`src/rtl/demux4_burst_dispatcher.sv`:
```
// Steers a single valid/ready word stream, in order, to four output channels.
// A round-robin pointer moves to the next channel after every BURST accepted words.
module demux4_burst_dispatcher #(
   parameter int W     = 8,
   parameter int BURST = 4
) (
   input  logic         clk,
   input  logic         reset,
   input  logic         flush,
   input  logic         in_valid,
   input  logic [W-1:0] in_data,
   output logic         in_ready,
   input  logic [3:0]   out_ready,
   output logic [3:0]   out_valid,
   output logic [W-1:0] out_data0,
   output logic [W-1:0] out_data1,
   output logic [W-1:0] out_data2,
   output logic [W-1:0] out_data3,
   output logic [1:0]   sel,
   output logic         busy
);

   localparam int CW = (BURST > 1) ? $clog2(BURST) : 1;
   localparam logic [CW-1:0] CNT_LAST = CW'(BURST - 1);

   typedef enum logic {EMPTY, FULL} state_t;

   state_t        state, state_nx;
   logic [W-1:0]  data_q, data_nx;
   logic [1:0]    dest_q, dest_nx;
   logic [1:0]    ptr_q, ptr_nx;
   logic [CW-1:0] cnt_q, cnt_nx;
   logic          full;
   logic          accept;
   logic          fire;

   assign full     = (state == FULL);
   assign fire     = full & out_ready[dest_q];
   assign in_ready = ~full | fire;
   assign accept   = in_valid & in_ready;

   always_ff @(posedge clk or posedge reset) begin
      if (reset) begin
         state  <= EMPTY;
         data_q <= '0;
         dest_q <= '0;
         ptr_q  <= '0;
         cnt_q  <= '0;
      end else begin
         state  <= state_nx;
         data_q <= data_nx;
         dest_q <= dest_nx;
         ptr_q  <= ptr_nx;
         cnt_q  <= cnt_nx;
      end
   end

   always_comb begin
      state_nx = state;
      data_nx  = data_q;
      dest_nx  = dest_q;
      ptr_nx   = ptr_q;
      cnt_nx   = cnt_q;

      case (state)
         EMPTY: begin
            if (accept) begin
               state_nx = FULL;
               data_nx  = in_data;
               dest_nx  = ptr_q;
            end
         end
         FULL: begin
            if (fire && accept) begin
               data_nx = in_data;
               dest_nx = ptr_q;
            end else if (fire) begin
               state_nx = EMPTY;
            end
         end
      endcase

      if (accept) begin
         if (cnt_q == CNT_LAST) begin
            cnt_nx = '0;
            ptr_nx = ptr_q + 2'd1;
         end else begin
            cnt_nx = cnt_q + CW'(1);
         end
      end

      // Flush overrides everything above, including an accept in the same cycle.
      if (flush) begin
         state_nx = EMPTY;
         data_nx  = '0;
         ptr_nx   = '0;
         cnt_nx   = '0;
      end
   end

   assign out_valid[0] = full & (dest_q == 2'd0);
   assign out_valid[1] = full & (dest_q == 2'd1);
   assign out_valid[2] = full & (dest_q == 2'd2);
   assign out_valid[3] = full & (dest_q == 2'd3);

   assign out_data0 = out_valid[0] ? data_q : '0;
   assign out_data1 = out_valid[1] ? data_q : '0;
   assign out_data2 = out_valid[2] ? data_q : '0;
   assign out_data3 = out_valid[3] ? data_q : '0;

   assign sel  = ptr_q;
   assign busy = full;

endmodule

```
`config.mk`:
```
export PLATFORM = sky130hd
export DESIGN_NAME = demux4_burst_dispatcher
export DESIGN_NICKNAME = d
export VERILOG_FILES = /design/src/rtl/demux4_burst_dispatcher.sv
export SDC_FILE = /design/constraint.sdc
export NUM_CORES = 1
export LEC_CHECK = 0
export ABC_AREA = 1
export CAP_MARGIN = 20
export CORE_ASPECT_RATIO = 0.7
export CORE_MARGIN = 1.5
export CORE_UTILIZATION = 33
export DETAILED_ROUTE_END_ITERATION = 16
export PLACE_DENSITY = 0.76
export SLEW_MARGIN = 15
export SYNTH_ARGS = -nofsm -noshare
export SYNTH_HDL_FRONTEND = slang
export SYNTH_SLANG_ARGS = --single-unit
```
`constraint.sdc`:
```
create_clock -name clk -period 1.15 [get_ports clk]
set_input_delay 0.1725 -clock clk [delete_from_list [all_inputs] [get_ports clk]]
set_output_delay 0.1725 -clock clk [all_outputs]
set_load 0.01 [all_outputs]
```
==> out/metrics.json <==
{
  "clock_network": {
    "clock_tree.buffer_depth": 2,
    "clock_tree.htree_level_count": 1,
    "numCtsBuffers": 3,
    "worst_setup_hold_path_clk_slew_ns": 0.06,
    "tritoncts_clock_tree": "built",
    "cts_root_buf": "sky130_fd_sc_hd__clkbuf_8",
    "worst_skew_pair.late_latency_ns": 0.25,
    "cts.sinks": 15
  },
  "critical_path": {
    "crit_path_max_fanout": 7,
    "timing_worst_setup_path_type": "flop to primary output",
    "cp_data_arrival_time_ns": 1.58,
    "timing.reg2reg.setup_slack_ns": -0.56,
    "timing.critical_path.to_type": "primary output",
    "cp_data_required_time_ns": 0.98,
    "setup.worst_path.start_class": "flop"
  },
  "hold_path": {
    "worstHoldPathType": "primary input to asynchronous set/reset pin"
  },
  "cells_and_area": {
    "layout.core_utilization_pct": 93.2,
    "leading_cell_type_in_the_layout_fill_and_taps_excluded": "sky130_fd_sc_hd__buf_6",
    "layout_common_cells": "39 x sky130_fd_sc_hd__buf_6, 30 x sky130_fd_sc_hd__buf_4, 20 x sky130_fd_sc_hd__nor2_4",
    "num_antenna_cells": 0,
    "post_route_cells_drive_above_1_share_pct": 73.5,
    "area_occupied_by_multi_input_gates_um2": 764,
    "syn_to_final_growth_pct": 159,
    "fillerInstances": 80,
    "fin_nets": 252,
    "post-route-cell-area_mm2": 0.00238,
    "area.sequential_um2": 379
  },
  "floorplanning": {
    "io-pin-count": 56,
    "initial_utilization_pct": 36.0,
    "full_die_area_mm2": 0.00311,
    "floorplan.die.width_um": 66.1,
    "die_height_um": 47.1,
    "design.core.area_mm2": 0.00255,
    "placementRows": 15
  },
  "logic_synthesis": {
    "synthesis.yosys.warnings": 0,
    "synthTopCellsByArea": "sky130_fd_sc_hd__dfrtp_1 41%, sky130_fd_sc_hd__nor2_1 14%, sky130_fd_sc_hd__nand2_1 9.0%, sky130_fd_sc_hd__inv_1 7.8%, sky130_fd_sc_hd__o21ai_2 7.6%",
    "yosysUniqueCellTypes": 20,
    "yosys_register_bits": 15,
    "synthCells": 123,
    "synth.net_count": 140,
    "syn_avg_cell_area_um2": 7.47,
    "yosysTopAreaCell": "sky130_fd_sc_hd__dfrtp_1",
    "synthesis.area_um2": 918,
    "synth_largest_type_area_fraction_pct": 40.9,
    "yosysSeqAreaShare_pct": 40.9
  },
  "outcome": {
    "failed_checks": "negative setup slack",
    "outcome": "finished with violations"
  },
  "placement": {
    "placement.io_buffers": 55,
    "post_dp_hpwl_mm": 2.81,
    "detailed_place.area_mm2": 0.00200,
    "gpl.final_weighted_congestion": 0.802
  },
  "detailed_routing": {
    "top_layer_used": "met4",
    "detail_route.iter0.violations": 96,
    "met3WireLength_um": 386,
    "wl_met1_mm": 1.95,
    "met2_wirelength_mm": 2.76,
    "route.detailed.vias_per_inst": 5.29,
    "num_vias": 1418,
    "router_iterations_before_antenna_repair": 4,
    "routedWlPerCell_um": 20.1,
    "drc": 0,
    "route.antenna.remaining_nets": 0,
    "route.final.wire_length_mm": 5.38
  },
  "global_route": {
    "grt.overflow.total": 0,
    "grt_start_max_net_pins": 16,
    "grt_pass1_vias": 1318,
    "number_of_antenna_violations_at_the_first_check_in_global_routing": 0,
    "grt_first_pass_wirelength_mm": 6.54,
    "grt_usage_pct": 29.6
  },
  "timing": {
    "final_hold_viol_count": 0,
    "maxClockFrequency_mhz": 571,
    "setup_viol": 52,
    "max_slew_margin_pct": 74.7,
    "layout_min_cycle_time_ns": 1.75,
    "period_utilisation_layout_pct": 152,
    "final-max-slew-violation-count": 0,
    "grt_setup_unrepaired": "yes",
    "postLayoutSetupSlackWorst_ns": -0.603,
    "slew_worst_pin_ns": 0.379,
    "final_setup_skew_ns": 0.00410
  },
  "pwr": {
    "total_design_power_mw": 1.84,
    "power.ir.vdd_worst_v": 0.000757,
    "total_leakage_power_nw": 1.09,
    "powerDensity_mw_per_mm2": 773
  },
  "job": {
    "drv.max_cap_violation_count": 0
  }
}
[flip-flops by register name, indices dropped and copies added, names as in the netlist]
name    count
data_q      8
sel         2
busy        1
cnt_q       2
dest_q      2
[routing by layer]
metal,track usage [%],vias up
li1,-,605
met1,34.7,666
met2,56.8,109
met3,4.08,38
met4,11.8,0
met5,0,-
[stage by stage]
stage	instances	setup WS, ns	hold slack [ns]	setup TNS [ns]
floorplan	123	-0.169	0.0738	-4.22
global placement	240	-0.522	0.486	-22.36
detailed placement	240	-0.601	0.490	-23.85
CTS	257	-0.490	0.223	-19.92
global route	268	-0.643	0.258	-26.56
finish	268	-0.603	0.218	-24.48
[power by group]
group	leakage, nW	internal [mW]	switching, mW
registers	0.196	0.568	0.0318
clock network	0.0228	0.246	0.187
logic	0.873	0.391	0.417
[synthesized netlist by cell type]
cell type / n
sky130_fd_sc_hd__nand3_4: 1
sky130_fd_sc_hd__xnor2_1: 1
sky130_fd_sc_hd__inv_1: 19
sky130_fd_sc_hd__inv_2: 2
sky130_fd_sc_hd__nand2_1: 22
sky130_fd_sc_hd__nand2_4: 2
sky130_fd_sc_hd__or2_2: 1
sky130_fd_sc_hd__nor3_1: 4
sky130_fd_sc_hd__mux2i_4: 1
sky130_fd_sc_hd__nand3_1: 3
sky130_fd_sc_hd__ha_1: 1
sky130_fd_sc_hd__dfrtp_1: 15
sky130_fd_sc_hd__a21oi_1: 2
sky130_fd_sc_hd__nor2_1: 35
sky130_fd_sc_hd__nand4_1: 1
sky130_fd_sc_hd__o21ai_2: 8
sky130_fd_sc_hd__buf_6: 1
sky130_fd_sc_hd__o21ai_0: 1
sky130_fd_sc_hd__nand3_2: 1
sky130_fd_sc_hd__nand2_2: 2
[area by class of cell]
type / count / area share (%)
clock buffer: 4 / 1.89
inverter: 21 / 4.26
multi-input combinational: 86 / 32.1
sequential: 15 / 15.9
tap: 34 / 1.79
timing repair buffer: 108 / 44.0
[what timing repair did]
| item | 4_1_cts | 5_1_grt |
|---|---|---|
| resized for setup | 200 | 26 |
| pin swaps | 11 | 6 |
| setup buffers | 15 | 12 |
| setup endpoints to repair | 55 | 52 |
| gates cloned | 0 | 0 |
| hold buffers | 0 | 0 |
[worst max-delay path: stages, from the launching register on]
cell and delay, ns:
sky130_fd_sc_hd__dfrtp_2 0.46, sky130_fd_sc_hd__buf_6 0.15, sky130_fd_sc_hd__nor3_4 0.21, sky130_fd_sc_hd__clkinv_4 0.13
sky130_fd_sc_hd__buf_4 0.16, sky130_fd_sc_hd__nor2_4 0.10, sky130_fd_sc_hd__buf_6 0.11
[worst paths after layout]
kind | start | end | cells past startpoint
worst max-delay path | dest_q[0]$_DFFE_PP0P_ | out_data2[4] | 6
worst min-delay path | reset | busy$_DFF_PP0_ | 3
worst max register to register | dest_q[0]$_DFFE_PP0P_ | data_q[7]$_DFFE_PP0P_ | 11
worst min register to register | cnt_q[1]$_DFFE_PP0P_ | cnt_q[1]$_DFFE_PP0P_ | 2
max in group asynchronous | reset | dest_q[1]$_DFFE_PP0P_ | 3
min in group clk | in_data[2] | data_q[2]$_DFFE_PP0P_ | 3
[kinds of logic (layout without fill, tap and decap cells)]
group	Yosys count	in the layout	share of synthesized area, %
AOI/OAI and AO/OA	11	11	9.26
xor gates and xnor gates	1	1	0.954
adders and majority gates	1	1	1.36
buffers and inverters	22	133	9.81
DFF	15	15	40.9
muxes	1	1	2.45
and+or+nand+nor	72	72	35.3
Power figures use the tool's default switching activity.
